==> config.mk <==
export PLATFORM = sky130hd
export DESIGN_NAME = qam16_demod
export DESIGN_NICKNAME = d
export VERILOG_FILES = /design/src/rtl/qam16_pkg.sv /design/src/rtl/qam16_slicer.sv /design/src/rtl/qam16_demod.sv
export SDC_FILE = /design/constraint.sdc
export NUM_CORES = 1
export LEC_CHECK = 0
export ABC_AREA = 1
export CAP_MARGIN = 20
export CORE_MARGIN = 8
export CORE_UTILIZATION = 65
export CTS_CLUSTER_SIZE = 25
export DETAILED_ROUTE_END_ITERATION = 12
export GPL_ROUTABILITY_DRIVEN = 0
export HOLD_SLACK_MARGIN = 0.15
export PLACE_DENSITY = 0.86
export SYNTH_ARGS = -nofsm -noshare
export SYNTH_HDL_FRONTEND = slang
export SYNTH_SLANG_ARGS = --single-unit
==> constraint.sdc <==
create_clock -name carrier_clk -period 10.5 [get_ports carrier_clk]
set_clock_uncertainty 0.1 [all_clocks]
set_input_delay 1.575 -clock carrier_clk [delete_from_list [all_inputs] [get_ports carrier_clk]]
set_output_delay 1.575 -clock carrier_clk [all_outputs]
set_load 0.01 [all_outputs]
==> src/rtl/qam16_pkg.sv <==
// qam16_pkg: shared constants and types for the 16-QAM demodulator.
// Holds the carrier reference tables, the Gray level map, the accumulator
// width helper and the FSM state type.
package qam16_pkg;

  localparam int LUT_N    = 16;
  localparam int LUT_BITS = 8;

  typedef logic signed [LUT_BITS-1:0] lut_t;

  // round(127*cos(2*pi*n/16)) and round(127*sin(2*pi*n/16))
  localparam lut_t COS_LUT [LUT_N] = '{
    8'sd127,  8'sd117,  8'sd90,   8'sd49,
    8'sd0,   -8'sd49,  -8'sd90,  -8'sd117,
   -8'sd127, -8'sd117, -8'sd90,  -8'sd49,
    8'sd0,    8'sd49,   8'sd90,   8'sd117
  };

  localparam lut_t SIN_LUT [LUT_N] = '{
    8'sd0,    8'sd49,   8'sd90,   8'sd117,
    8'sd127,  8'sd117,  8'sd90,   8'sd49,
    8'sd0,   -8'sd49,  -8'sd90,  -8'sd117,
   -8'sd127, -8'sd117, -8'sd90,  -8'sd49
  };

  // Gray code per amplitude level
  localparam logic [1:0] GRAY_M3 = 2'b00;
  localparam logic [1:0] GRAY_M1 = 2'b01;
  localparam logic [1:0] GRAY_P1 = 2'b11;
  localparam logic [1:0] GRAY_P3 = 2'b10;

  // Full-precision integrator width: product width plus growth over a symbol
  function automatic int acc_width(input int in_w, input int lut_w, input int sps);
    return in_w + lut_w + $clog2(sps);
  endfunction

  typedef enum logic {
    IDLE = 1'b0,
    RUN  = 1'b1
  } state_t;

endpackage

==> src/rtl/qam16_slicer.sv <==
// qam16_slicer: maps one integrated I or Q sum onto its 2-bit Gray code.
// Inner/outer boundary sits at +/-thresh, the sign boundary at zero.
module qam16_slicer
  import qam16_pkg::*;
#(
  parameter int ACC_W = 21
) (
  input  logic signed [ACC_W-1:0] acc,
  input  logic signed [ACC_W-1:0] thresh,
  output logic        [1:0]       bits
);

  logic signed [ACC_W-1:0] neg_thresh;

  // four-way decision, -thresh belongs to the outer level, zero to the inner
  always_comb begin
    neg_thresh = -thresh;
    if (acc <= neg_thresh) begin
      bits = GRAY_M3;
    end else if (acc[ACC_W-1]) begin
      bits = GRAY_M1;
    end else if (acc < thresh) begin
      bits = GRAY_P1;
    end else begin
      bits = GRAY_P3;
    end
  end

endmodule

==> src/rtl/qam16_demod.sv <==
// qam16_demod: coherent 16-QAM demodulator.
// Mixes passband samples with cos/-sin references, integrates over one
// symbol, slices I/Q to Gray bits and re-serialises them MSB first.
// Optional macro QAM16_DEMOD_SYMOUT_EN adds the parallel sym_out/sym_valid
// ports. The reference tables hold 16 points, so SPS may be 4, 8 or 16.
//
// state | meaning
// IDLE  | waiting for a valid sample qualified by sym_sync
// RUN   | integrating; phase counts samples inside the current symbol
module qam16_demod
  import qam16_pkg::*;
#(
  parameter int SPS    = 16,
  parameter int IN_W   = 9,
  parameter int LUT_W  = 8,
  parameter int THRESH = 64516
) (
  input  logic                   carrier_clk,
  input  logic                   reset,
  input  logic signed [IN_W-1:0] signal,
  input  logic                   in_valid,
  input  logic                   sym_sync,
  output logic                   out_data,
  output logic                   out_strobe,
  output logic                   locked
`ifdef QAM16_DEMOD_SYMOUT_EN
  ,
  output logic [3:0]             sym_out,
  output logic                   sym_valid
`endif
);

  localparam int ACC_W    = acc_width(IN_W, LUT_W, SPS);
  localparam int PROD_W   = IN_W + LUT_W;
  localparam int PH_W     = $clog2(SPS);
  localparam int LUT_STEP = LUT_N / SPS;
  localparam int QTR      = SPS / 4;

  state_t                  state_q, state_d;
  logic [PH_W-1:0]         phase_q, phase_d;
  logic signed [ACC_W-1:0] acc_i_q, acc_i_d;
  logic signed [ACC_W-1:0] acc_q_q, acc_q_d;
  logic [3:0]              sreg_q, sreg_d;
  logic [2:0]              pend_q, pend_d;
  logic                    out_data_q, out_data_d;
  logic                    out_strobe_q, out_strobe_d;
  logic                    locked_q, locked_d;
`ifdef QAM16_DEMOD_SYMOUT_EN
  logic [3:0]              sym_out_q, sym_out_d;
  logic                    sym_valid_q, sym_valid_d;
`endif

  logic                    restart;
  logic [PH_W-1:0]         ph_eff;
  logic [3:0]              lut_idx;
  logic signed [LUT_W-1:0] cos_v, sin_v;
  logic signed [PROD_W-1:0] p_i, p_q;
  logic signed [ACC_W-1:0] base_i, base_q;
  logic signed [ACC_W-1:0] sum_i, sum_q;
  logic signed [ACC_W-1:0] thresh_s;
  logic [1:0]              bits_i, bits_q;
  logic                    sym_end;
  logic                    out_point;

  assign thresh_s = ACC_W'(THRESH);

  // mixer and running sums; a (re)sync sample is treated as phase 0 of a fresh symbol
  always_comb begin
    restart   = in_valid && sym_sync && ((state_q == IDLE) || (phase_q != '0));
    ph_eff    = restart ? '0 : phase_q;
    lut_idx   = 4'(int'(ph_eff) * LUT_STEP);
    cos_v     = LUT_W'(COS_LUT[lut_idx]);
    sin_v     = LUT_W'(SIN_LUT[lut_idx]);
    p_i       = PROD_W'(signal) * PROD_W'(cos_v);
    p_q       = -(PROD_W'(signal) * PROD_W'(sin_v));
    base_i    = restart ? '0 : acc_i_q;
    base_q    = restart ? '0 : acc_q_q;
    sum_i     = base_i + ACC_W'(p_i);
    sum_q     = base_q + ACC_W'(p_q);
    sym_end   = in_valid && !restart && (state_q == RUN) && (phase_q == PH_W'(SPS - 1));
    out_point = (int'(phase_q) % QTR) == 0;
  end

  qam16_slicer #(.ACC_W(ACC_W)) u_slice_i (
    .acc    (sum_i),
    .thresh (thresh_s),
    .bits   (bits_i)
  );

  qam16_slicer #(.ACC_W(ACC_W)) u_slice_q (
    .acc    (sum_q),
    .thresh (thresh_s),
    .bits   (bits_q)
  );

  // next-state: sync handling, integration, symbol load and bit serialisation
  always_comb begin
    state_d      = state_q;
    phase_d      = phase_q;
    acc_i_d      = acc_i_q;
    acc_q_d      = acc_q_q;
    sreg_d       = sreg_q;
    pend_d       = pend_q;
    out_data_d   = out_data_q;
    out_strobe_d = 1'b0;
    locked_d     = locked_q;
`ifdef QAM16_DEMOD_SYMOUT_EN
    sym_out_d    = sym_out_q;
    sym_valid_d  = 1'b0;
`endif
    if (restart) begin
      state_d  = RUN;
      phase_d  = PH_W'(1);
      acc_i_d  = sum_i;
      acc_q_d  = sum_q;
      sreg_d   = '0;
      pend_d   = '0;
      locked_d = 1'b0;
    end else if (in_valid && (state_q == RUN)) begin
      // previous symbol's bits go out before a new symbol may overwrite the register
      if (out_point && (pend_q != '0)) begin
        out_data_d   = sreg_q[3];
        out_strobe_d = 1'b1;
        sreg_d       = {sreg_q[2:0], 1'b0};
        pend_d       = pend_q - 3'd1;
      end
      if (sym_end) begin
        sreg_d   = {bits_i, bits_q};
        pend_d   = 3'd4;
        locked_d = 1'b1;
        acc_i_d  = '0;
        acc_q_d  = '0;
        phase_d  = '0;
`ifdef QAM16_DEMOD_SYMOUT_EN
        sym_out_d   = {bits_i, bits_q};
        sym_valid_d = 1'b1;
`endif
      end else begin
        acc_i_d = sum_i;
        acc_q_d = sum_q;
        phase_d = phase_q + PH_W'(1);
      end
    end
  end

  // state register with synchronous reset
  always_ff @(posedge carrier_clk) begin
    if (reset) begin
      state_q      <= IDLE;
      phase_q      <= '0;
      acc_i_q      <= '0;
      acc_q_q      <= '0;
      sreg_q       <= '0;
      pend_q       <= '0;
      out_data_q   <= 1'b0;
      out_strobe_q <= 1'b0;
      locked_q     <= 1'b0;
`ifdef QAM16_DEMOD_SYMOUT_EN
      sym_out_q    <= '0;
      sym_valid_q  <= 1'b0;
`endif
    end else begin
      state_q      <= state_d;
      phase_q      <= phase_d;
      acc_i_q      <= acc_i_d;
      acc_q_q      <= acc_q_d;
      sreg_q       <= sreg_d;
      pend_q       <= pend_d;
      out_data_q   <= out_data_d;
      out_strobe_q <= out_strobe_d;
      locked_q     <= locked_d;
`ifdef QAM16_DEMOD_SYMOUT_EN
      sym_out_q    <= sym_out_d;
      sym_valid_q  <= sym_valid_d;
`endif
    end
  end

  assign out_data   = out_data_q;
  assign out_strobe = out_strobe_q;
  assign locked     = locked_q;
`ifdef QAM16_DEMOD_SYMOUT_EN
  assign sym_out    = sym_out_q;
  assign sym_valid  = sym_valid_q;
`endif

endmodule

# After elaboration in Yosys (flattened, before gate mapping)
# Memories as Yosys holds them, arrays and structs flattened.
# Index checks and enable logic that the tools add are counted.
dict set report totals {
  elab_cells 75
  regBits 57
  mem_count 2
  romBits 256
  in_bits 13
}
# memory depth word_bits rd rd_ports_with_merged_regs write_ports line_no
set mem_list {}
lappend mem_list {{(no name shown)} 16 8 1 0 0 qam16_demod.sv:73} ;# sin_v = LUT_W'(SIN_LUT[lut_idx]);
lappend mem_list {{(no name shown)} 16 8 1 0 0 qam16_demod.sv:72} ;# cos_v = LUT_W'(COS_LUT[lut_idx]);
dict set report classes {
  magnitude_cmp 5
  n_eq_ne 1
  n_addsub 5
  muxes 27
  n_mul 2
  n_reduce_logical 19
  bitwise_logic 4
}
# op n
set op_table {}
lappend op_table {{two-way mux 21 bit} 8}
lappend op_table {{adder 21 x 17 -> 21 bit} 2}
lappend op_table {{<= comparator 21 x 17 -> 1 bit, second input constant} 2}
lappend op_table {{< comparator 21 x 17 -> 1 bit, second input constant} 2}
lappend op_table {{multiplier 9 x 8 -> 17 bit} 2}
lappend op_table {{logical NOT 32 bit} 1}
lappend op_table {{two-way mux 8 bit} 4}
lappend op_table {{negator 17 bit} 1}
lappend op_table {{two-way mux 4 bit} 4}
lappend op_table {{two-way mux 2 bit} 4}
lappend op_table {{logical AND 1 bit} 7}
lappend op_table {{two-way mux 3 bit} 2}
lappend op_table {{>= comparator 5 bit, second input constant} 1}
lappend op_table {{two-way mux 1 bit} 5}
lappend op_table {{NOT 4 -> 5 bit} 1}
lappend op_table {{adder 4 x 1 -> 4 bit, second input constant} 1}
lappend op_table {{== test 4 bit, second input constant} 1}
lappend op_table {{AND reduction 2 bit} 2}
lappend op_table {{nonzero test 2 bit} 2}
lappend op_table {{nonzero test 4 bit} 1}
lappend op_table {{NOT 1 bit} 3}
lappend op_table {{AND reduction 3 bit} 1}
lappend op_table {{nonzero test 3 bit} 1}
lappend op_table {{OR reduction 3 bit} 1}
lappend op_table {{other kinds (4)} 4}

# Logic depth before layout (Yosys ltp)
# Gate-level depths: netlist (run 1).
dict set report logic_depth {
  ltp_word 16
  depth_mapped 44
  depth_no_buf 42
}

# Cells and area by module
# A second synthesis (run 1) with hierarchy kept.
dict set report hier_totals {
  cells_unflattened 1861
  hier_area_um2 13526.7
}
# mod seq_area_each_um2 cells_per_inst n_inst area_per_inst_um2
set by_module_without_submodules {}
lappend by_module_without_submodules {qam16_demod 1141.1 1335 1 10383.7}
lappend by_module_without_submodules {qam16_slicer 0.0 263 2 1571.5}

# Worst setup path before layout (run 1)
# No wires, ideal clock.
dict set report synth_path {
  path_type {input to register}
  start {input sym_sync}
  end {register sreg_q[0]}
  path_buffers 2
  setup_ps 119
  t_required_ps 10281
  stages 39
  slack_ps 2428
  t_arrival_ps 7852
  path_cell_list {nand2_1 > inv_1 > nand2_4 > buf_6 > inv_2 > buf_2 > nor2_1 > ha_1 > nand3_1 > nand2_1 > inv_1 > nand2_1 > o21ai_1 > inv_1 > nor2_1 > fa_1 > fa_1 > inv_1 > [3 not listed] > fa_1 > inv_1 > ha_1 > nand2_1 > nor2_1 > nand3_1 > nand2_1 > nand3_1 > nand2_1 > nand2_1 > and3_1 > or2_2 > nand2_1 > nor2_1 > inv_1 > nand2_1 > nand2_1 > a21oi_2}
}
dict set report synth_between {
  elab_chain_len 15
}
# item line_no
set synth_lines {}
lappend synth_lines {{start: declaration} qam16_demod.sv:22} ;# input logic sym_sync,
lappend synth_lines {{logical AND 1 bit * (2 in a row)} qam16_demod.sv:69} ;# restart = in_valid && sym_sync && ((state_q == IDLE) || (phase_q != '0));
lappend synth_lines {{two-way mux 4 bit} qam16_demod.sv:70} ;# ph_eff = restart ? '0 : phase_q;
lappend synth_lines {{NOT 4 -> 5 bit (not written as such)} qam16_demod.sv:73}
lappend synth_lines {{memory read (16 x 8 bit)} --}
lappend synth_lines {{two-way mux 8 bit (not written as such) (2 in a row)} qam16_demod.sv:73}
lappend synth_lines {{multiplier 9 x 8 -> 17 bit} qam16_demod.sv:75} ;# p_q = -(PROD_W'(signal) * PROD_W'(sin_v));
lappend synth_lines {{negator 17 bit} qam16_demod.sv:75}
lappend synth_lines {{adder 21 x 17 -> 21 bit} qam16_demod.sv:79} ;# sum_q = base_q + ACC_W'(p_q);
lappend synth_lines {{< comparator 21 x 17 -> 1 bit} qam16_slicer.sv:22} ;# end else if (acc < thresh) begin
lappend synth_lines {{two-way mux 1 bit} qam16_slicer.sv:22}
lappend synth_lines {{two-way mux 2 bit} qam16_slicer.sv:20} ;# end else if (acc[ACC_W-1]) begin
lappend synth_lines {{two-way mux 2 bit} qam16_slicer.sv:18} ;# if (acc <= neg_thresh) begin
lappend synth_lines {{two-way mux 4 bit} qam16_demod.sv:127} ;# if (sym_end) begin
lappend synth_lines {{end signal: assignment} qam16_demod.sv:167} ;# sreg_q <= sreg_d;
lappend synth_lines {{end: declaration} qam16_demod.sv:43} ;# logic [3:0] sreg_q, sreg_d;
# Mark *: on every way between the ends. The rest lies on a longest branch, timed or not. The select of a mux whose other input is x is not followed.
# A chain may end at the register's enable or synchronous reset.

# Worst setup path after layout (run 1)
dict set report layout_path {
  start {input in_valid}
  end {register sreg_q[0]}
}
dict set report layout_between {
  elab_chain_len 15
}
# item line_no
set layout_lines {}
lappend layout_lines {{start: declaration} qam16_demod.sv:21} ;# input logic in_valid,
lappend layout_lines {{logical AND 1 bit (2 in a row)} qam16_demod.sv:69}
lappend layout_lines {{two-way mux 4 bit} qam16_demod.sv:70}
lappend layout_lines {{NOT 4 -> 5 bit (not written as such)} qam16_demod.sv:73}
lappend layout_lines {{memory read (16 x 8 bit)} --}
lappend layout_lines {{two-way mux 8 bit (not written as such) (2 in a row)} qam16_demod.sv:73}
lappend layout_lines {{multiplier 9 x 8 -> 17 bit} qam16_demod.sv:75}
lappend layout_lines {{negator 17 bit} qam16_demod.sv:75}
lappend layout_lines {{adder 21 x 17 -> 21 bit} qam16_demod.sv:79}
lappend layout_lines {{< comparator 21 x 17 -> 1 bit} qam16_slicer.sv:22}
lappend layout_lines {{two-way mux 1 bit} qam16_slicer.sv:22}
lappend layout_lines {{two-way mux 2 bit} qam16_slicer.sv:20}
lappend layout_lines {{two-way mux 2 bit} qam16_slicer.sv:18}
lappend layout_lines {{two-way mux 4 bit} qam16_demod.sv:127}
# Several ways; a longest one is shown, not always the timed one. The select of a mux whose other input is x is not followed.

==> reports/results.tsv, run 1 <==
stage	metric	value	unit
cts	clock_latency	0.34	ns
synthesis	synth.area.top_cells	fa_1 33%, ha_1 12%, inv_1 11%	
floorplan	dieWidth	144	um
timing	hold_viol	0	
synthesis	syn_area_per_cell	7.60	sq um
routing	antenna_left	0	
floorplan	die_y	144	um
cts	clk_pin_slew	0.06	ns
synthesis	synth_edf_count	0	
cts	cts_setup_buffers	0	
global_routing	gr-usage-all-layers	26.7	%
global_routing	grt_pass1_vias	9317	
timing	slew-limit-headroom	35.3	%
routing	routed_wirelength	25.3	mm
cts	clk_path_buf_depth	2	
cts	tritoncts	built	
timing	worst_pin_slew	0.970	ns
synthesis	syn_area	0.0106	sq mm
floorplan	start_util	66.7	%
timing	layout_setup_ws	1.02	ns
worst_hold_path	hold_class	flip-flop to flip-flop	
timing	period_minus_slack	9.48	ns
global_routing	grt_pass1_wl	43.6	mm
routing	wl_per_cell	15.7	um
critical_path	start_kind	primary input	
critical_path	cp-end-kind	flip-flop	
global_routing	grt_antenna_before_repair	0	
synthesis	synthArstFlopShare	0	%
layout	final_util	70.7	%
critical_path	cp_max_fo	31	
timing	rsz0062_at_grt	no	
cts	cts_sinks	57	
place	detailedPlace.worstSlack	0.755	ns
critical_path	crit_slowest_cell	fa_1	
synthesis	yosysWarningCount	0	
synthesis	synth_top_area_cell	fa_1	
routing	num_vias	8988	
place	io_buffer_count	15	
routing	avgViaCountPerCell	5.56	
synthesis	yosysTopAreaCellShare	32.7	%
timing	fmax	105	MHz
global_routing	overflow	0	
floorplan	pin_count	16	
timing	setup_viol	0	
synthesis	syn_inst	1393	
timing	min_period_over_period	90.3	%
status	status	finished, final reports clean	
critical_path	crit_required	10.62	ns
layout	n_antenna_cell	0	
routing	drt_iter0_drc	730	
layout	final_common_cell	inv_1	
critical_path	critical_path_arrival	9.61	ns
critical_path	critPathKind	primary input to flip-flop	
place	place_hpwl	20.6	mm
timing	slew_viol_final	0	
critical_path	slowest_delay	0.58	ns
layout	final_cell_mix	309 x inv_1, 271 x nand2_1, 173 x fa_1	
synthesis	syn-num-nets	1680	
critical_path	cpMostUsedCell	nand2_1	
floorplan	core	0.0159	sq mm
cts	cts-resized-gates	0	
synthesis	synth.ff_latch_count	57	
floorplan	design.die.area	0.0206	sq mm
routing	drc	0	
cts	h-tree-depth	3	
layout	drive_above_1_share	3.78	%
synthesis	synth_seq_area_share	10.8	%
layout	syn_to_final_growth	6.00	%
floorplan	num_rows	46	
cts	ctsHoldBuffers	0	
layout	layout.nets	1683	
global_routing	grt_max_degree	47	
cts	clockRootBuffer	clkbuf_16	
synthesis	synth_flop_cell	dfxtp_1	
routing	firstDrtPassIters	6	
cts	cts-buffers-inserted	9	
timing	fin_tns_setup	0	ns
synthesis	synthDistinctLibCells	46	
run	drv_cap	0	
## cell families after synthesis
family	count (synthesis)	share of synthesized area (%)
xor gates and xnor gates	42	3.54
adders and majority gates	274	44.6
and+or+nand+nor	533	21.2
DFF	57	10.8
AOI/OAI and AO/OA	144	7.55
buffers and inverters	343	12.3
## per-stage QoR
step / std cells / cell area, sq um / hold WS (ns)
after floorplan: 1393 / 10600 / 0.340
final: 1617 / 11200 / 0.363
after global routing: 1617 / 11200 / 0.378
after detailed placement: 1600 / 10900 / 0.355
after global placement: 1600 / 10900 / 0.352
after CTS: 1616 / 11200 / 0.364
## synthesized netlist by cell type, types with 2 or more instances
| cell type | count |
|---|---|
| nor4_1 | 5 |
| o221ai_1 | 3 |
| or2_2 | 4 |
| buf_1 | 6 |
| and2_1 | 2 |
| buf_6 | 2 |
| xnor2_1 | 17 |
| o211ai_1 | 4 |
| dfxtp_1 | 57 |
| inv_1 | 309 |
| a31oi_1 | 6 |
| buf_2 | 2 |
| o21a_1 | 2 |
| inv_2 | 2 |
| nor3_1 | 8 |
| ha_1 | 101 |
| nand2_4 | 7 |
| nor2_1 | 171 |
| clkbuf_1 | 17 |
| o21bai_1 | 2 |
| nand4_1 | 7 |
| a21o_1 | 4 |
| o21ai_0 | 30 |
| nand3_1 | 42 |
| clkinv_1 | 5 |
| xor2_1 | 24 |
| a21oi_1 | 83 |
| o21ai_1 | 3 |
| nand2_2 | 7 |
| nand3_2 | 2 |
| nand2_1 | 271 |
| nand3b_1 | 2 |
| fa_1 | 173 |
## worst paths after layout
| kind | end | start | cells past startpoint | slack [ns] |
|---|---|---|---|---|
| setup / recovery | sreg_q[0] | in_valid | 38 | 1.02 |
| hold / removal | acc_q_q[19] | acc_q_q[19] | 2 | 0.36 |
| setup reg to reg | sreg_q[0] | phase_q[0] | 40 | 1.88 |
| hold reg to reg | acc_q_q[19] | acc_q_q[19] | 2 | 0.36 |
## state kept, by name, summed over array words and instances (netlist names)
register    flops
locked          1
out_data        1
acc_i_q        21
state_q         1
phase_q         4
sreg_q          4
pend_q          3
out_strobe      1
acc_q_q        21
## critical path: cells and delay by family
kind            cells  cell delay [ns]
fa+ha+maj           7             3.29
simple gates       18             2.34
buf+inv             9             1.67
compound gates      4             0.72
## layer usage
layer,GRT usage (%),up-vias,wire (um)
li1,-,4211,-
met1,34.2,4294,10300
met2,43.0,401,11900
met3,5.47,82,2150
met4,11.6,0,992
met5,0,-,0
## final cells by class
class	instances	area [sq um]
clock buffer	9	225
clock inverter	7	61.3
fill	1253	4660
inverter	316	1190
multi-input combinational	993	8150
sequential	57	1140
tap	216	270
timing repair buffer	19	188
Power of run 1 is left out: the tool's default activity adds up to more than one toggle a clock period on the data nets, which glitch-free logic cannot reach.
==> run 2: changes to the inputs <==
- ABC_AREA: 1 -> default
==> reports/results.tsv, run 2 <==
stage	metric	value	unit
cts	h-tree-depth	3	
floorplan	dieWidth	143	um
floorplan	pin_count	16	
routing	antenna_left	0	
critical_path	cp_max_fo	9	
global_routing	grt_pass1_wl	42.2	mm
cts	cts_sinks	57	
global_routing	gr-usage-all-layers	25.6	%
routing	num_vias	8628	
synthesis	yosysTopAreaCellShare	32.8	%
routing	drc	0	
critical_path	critical_path_arrival	9.73	ns
routing	avgViaCountPerCell	5.86	
synthesis	synth.area.top_cells	fa_1 33%, ha_1 12%, dfxtp_1 11%	
timing	fin_tns_setup	0	ns
floorplan	die_y	143	um
cts	cts-resized-gates	0	
cts	clk_path_buf_depth	2	
synthesis	yosysWarningCount	0	
timing	min_period_over_period	91.3	%
layout	final_cell_mix	224 x inv_1, 173 x fa_1, 119 x nor2_1	
routing	wl_per_cell	16.6	um
critical_path	cpMostUsedCell	fa_1	
floorplan	design.die.area	0.0206	sq mm
synthesis	syn_inst	1249	
critical_path	cp-end-kind	flip-flop	
synthesis	netlist_top_cells_count	224 x inv_1, 173 x fa_1, 119 x nor2_1	
global_routing	grt_max_degree	48	
layout	final_common_cell	inv_1	
global_routing	grt_antenna_before_repair	0	
cts	clockRootBuffer	clkbuf_16	
layout	syn_to_final_growth	6.69	%
synthesis	synth_flop_cell	dfxtp_1	
layout	n_antenna_cell	0	
critical_path	crit_required	10.64	ns
layout	layout.nets	1539	
critical_path	r2r-start	phase_q[2]	
critical_path	start_kind	primary input	
synthesis	synth.ff_latch_count	57	
cts	clk_pin_slew	0.06	ns
timing	fmax	104	MHz
place	io_buffer_count	15	
worst_hold_path	hp-start	acc_q_q[2]	
timing	rsz0062_at_grt	no	
critical_path	critPathKind	primary input to flip-flop	
critical_path	slowest_delay	0.65	ns
cts	cts_setup_buffers	0	
synthesis	syn_area	0.0106	sq mm
synthesis	synthDistinctLibCells	58	
timing	worst_pin_slew	0.991	ns
global_routing	overflow	0	
cts	clock_latency	0.33	ns
cts	cts-buffers-inserted	9	
synthesis	synth_edf_count	0	
synthesis	syn-num-nets	1536	
timing	hold_viol	0	
layout	top_regs	acc_i_q (21), acc_q_q (21)	
routing	firstDrtPassIters	5	
critical_path	setup.worst_path.start	in_valid	
synthesis	syn_area_per_cell	8.45	sq um
timing	slew-limit-headroom	33.7	%
critical_path	crit_slowest_cell	fa_1	
routing	routed_wirelength	24.4	mm
timing	period_minus_slack	9.59	ns
status	status	finished, final reports clean	
cts	ctsHoldBuffers	0	
layout	drive_above_1_share	3.90	%
critical_path	critPathBufInv	5	
critical_path	critPathTopFamily	adder cells	
floorplan	start_util	66.4	%
floorplan	num_rows	46	
synthesis	synth.most_common_cell	inv_1	
synthesis	synth_top_area_cell	fa_1	
run	drv_cap	0	
worst_hold_path	hold_class	flip-flop to flip-flop	
synthesis	synthArstFlopShare	0	%
place	place_hpwl	18.8	mm
cts	tritoncts	built	
timing	setup_viol	0	
timing	slew_viol_final	0	
floorplan	core	0.0159	sq mm
synthesis	synth_seq_area_share	10.8	%
routing	drt_iter0_drc	874	
global_routing	grt_pass1_vias	8789	
run 2: cell count changes after synthesis, moves of 12 or more:
cell      before  now
nor2_1       171  119
a21oi_1       83   59
and2_1         2   68
nand3_1       42   18
clkbuf_1      17   39
a211oi_1       1   13
nor2b_1        0   30
xnor2_1       17   36
inv_1        309  224
xor2_1        24    9
a22oi_1        1   24
nand2_1      271  116
run 2: cells by family after synthesis:
logic type | after synthesis | synth area share (%)
AOI/OAI and AO/OA | 185 | 11.3
DFF | 57 | 10.8
xor gates and xnor gates | 45 | 3.74
and+or+nand+nor | 417 | 19.2
muxes | 5 | 0.510
adders and majority gates | 274 | 44.8
buffers and inverters | 266 | 9.57
run 2: worst paths after layout:
kind / endpoint / slack (ns) / cells past startpoint
setup / recovery: sreg_q[0] / 0.91 / 29
hold / removal: acc_q_q[2] / 0.35 / 2
setup reg to reg: sreg_q[0] / 1.89 / 28
hold reg to reg: acc_q_q[2] / 0.35 / 2
run 2: layout make-up:
cell class                      count  area (sq um)
Clock buffer                       12           256
Clock inverter                      4          51.3
Fill cell                        1268          4630
Inverter                          224           841
Multi-Input combinational cell    926          8400
Sequential cell                    57          1140
Tap cell                          216           270
Timing Repair Buffer               34           293
run 2: routing by layer:
layer	GRT usage, %	vias up	routed length, um	share of wire, %
li1	-	3993	-	-
met1	33.4	4226	10100	41
met2	43.0	367	11900	49
met3	3.78	42	1740	7.1
met4	8.30	0	643	2.6
met5	0	-	0	0
run 2: worst register-to-register path, delay by kind of cell, from the launching register on:
| family | cells | cell delay [ns] |
|---|---|---|
| and+or+nand+nor | 8 | 1.61 |
| DFF | 1 | 0.91 |
| buffers and inverters | 4 | 0.26 |
| adders and majority gates | 7 | 3.44 |
| AOI/OAI and AO/OA | 9 | 2.17 |
run 2: per-stage QoR:
step,hold slack [ns],cell area [sq um],utilization [%],instances,worst slack (ns)
after global placement,0.334,10900,68.9,1457,0.922
after global routing,0.367,11300,70.9,1473,0.360
after floorplan,0.327,10600,-,1249,1.40
after CTS,0.349,11300,70.9,1473,0.963
after detailed placement,0.342,10900,68.9,1457,0.623
final,0.350,11300,70.9,1473,0.910
Power of run 2 is left out for the same reason.
==> run 3: changes to the inputs <==
- CORE_MARGIN: 8 -> 4
==> reports/results.tsv, run 3 (same netlist as run 2, synthesis figures left out) <==
stage	metric	value	unit
timing	min_period_over_period	92.1	%
timing	hold_viol	0	
layout	final_cell_mix	224 x inv_1, 173 x fa_1, 119 x nor2_1	
timing	period_minus_slack	9.67	ns
cts	h-tree-depth	3	
global_routing	grt_pass1_vias	8927	
global_routing	gr-usage-all-layers	28.5	%
critical_path	critPathTopFamily	adder cells	
routing	firstDrtPassIters	5	
critical_path	start_kind	primary input	
worst_hold_path	hp-start	acc_i_q[0]	
routing	drt_iter0_drc	782	
worst_hold_path	hold_end	acc_i_q[0]	
floorplan	start_util	66.4	%
floorplan	design.die.area	0.0183	sq mm
floorplan	pin_count	16	
global_routing	grt_antenna_before_repair	0	
layout	final_common_cell	inv_1	
critical_path	slowest_delay	0.65	ns
cts	clockRootBuffer	clkbuf_16	
worst_hold_path	min_path_cells	2	
routing	avgViaCountPerCell	5.86	
timing	setup_viol	0	
timing	layout_setup_ws	0.834	ns
timing	fmax	103	MHz
timing	slew_viol_final	0	
cts	clk_path_buf_depth	2	
timing	rsz0062_at_grt	no	
critical_path	r2r-start	phase_q[2]	
cts	clock_latency	0.33	ns
cts	tritoncts	built	
place	place_hpwl	18.8	mm
cts	cts_setup_buffers	0	
critical_path	cp_max_fo	9	
routing	wl_per_cell	16.6	um
critical_path	crit_required	10.65	ns
global_routing	overflow	0	
timing	hold_ws	0.346	ns
floorplan	num_rows	46	
cts	ctsHoldBuffers	0	
timing	worst_pin_slew	1.13	ns
cts	cts_sinks	57	
critical_path	critical_path_arrival	9.81	ns
critical_path	reg2reg_slack	1.79	ns
routing	num_vias	8630	
critical_path	critPathBufInv	5	
critical_path	cp-end-kind	flip-flop	
run	drv_cap	0	
layout	nFillCells	1283	
layout	syn_to_final_growth	6.72	%
floorplan	die_y	135	um
layout	final_util	70.9	%
global_routing	grt_max_degree	48	
status	status	finished, final reports clean	
layout	n_antenna_cell	0	
cts	cts-buffers-inserted	9	
global_routing	grt_pass1_wl	42.3	mm
critical_path	setup.worst_path.start	in_valid	
layout	top_regs	acc_i_q (21), acc_q_q (21)	
routing	drc	0	
layout	layout.nets	1539	
cts	cts-resized-gates	0	
critical_path	r2r-end	sreg_q[0]	
layout	drive_above_1_share	3.74	%
routing	antenna_left	0	
routing	routed_wirelength	24.4	mm
critical_path	ff2ff_path_depth	28	
place	detailedPlace.worstSlack	0.575	ns
cts	clk_pin_slew	0.05	ns
critical_path	crit_slowest_cell	fa_1	
floorplan	core	0.0159	sq mm
place	io_buffer_count	15	
critical_path	cpMostUsedCell	fa_1	
floorplan	dieWidth	135	um
timing	fin_tns_setup	0	ns
critical_path	critPathKind	primary input to flip-flop	
worst_hold_path	hold_class	flip-flop to flip-flop	
timing	slew-limit-headroom	24.6	%
run 3: cell count changes in the layout (fill, tap and decap cells not counted):
| cell | before | now |
|---|---|---|
| bufinv_16 | 1 | 2 |
| clkbuf_1 | 1 | 2 |
| clkbuf_8 | 2 | 1 |
| clkinv_4 | 1 | 0 |
| clkinvlp_4 | 1 | 0 |
run 3: layout make-up:
class                      count  area [sq um]  area share (%)
clock buffer                  12           246            2.19
clock inverter                 3          65.1           0.578
inverter                     224           841            7.47
multi-input combinational    926          8400            74.6
sequential                    57          1140            10.1
tap                          216           270            2.40
timing repair buffer          34           293            2.60
run 3: routing by layer:
metal	vias up	track usage [%]	wire length (um)
met4	0	7.22	705
met5	-	0	0
met1	4236	39.4	10200
met3	64	3.75	1740
li1	3995	-	-
met2	335	47.8	11800
run 3: per-stage QoR:
step                cells  area, sq um
detailed placement   1457        10900
global route         1472        11300
finish               1472        11300
global placement     1457        10900
floorplan            1249        10600
CTS                  1472        11300
run 3: worst max path at each step:
| stage | end | slack (ns) | depth (start not counted) |
|---|---|---|---|
| 2_1_floorplan | sreg_q[0] | 1.40 | 32 |
| 3_3_place_gp | sreg_q[0] | 0.91 | 29 |
| 3_5_place_dp | sreg_q[0] | 0.58 | 29 |
| 4_1_cts | sreg_q[0] | 0.90 | 29 |
| 5_1_grt | sreg_q[0] | 0.25 | 29 |
| 6_report | sreg_q[0] | 0.83 | 29 |
run 3: worst reg2reg max path: cells and delay by family, from the launching register on:
family / cells / cell delay (ns)
AOI/OAI and AO/OA: 9 / 2.28
adders and majority gates: 7 / 3.45
buffers and inverters: 4 / 0.26
DFF: 1 / 0.91
and+or+nand+nor: 8 / 1.60
Power of run 3 is left out for the same reason.
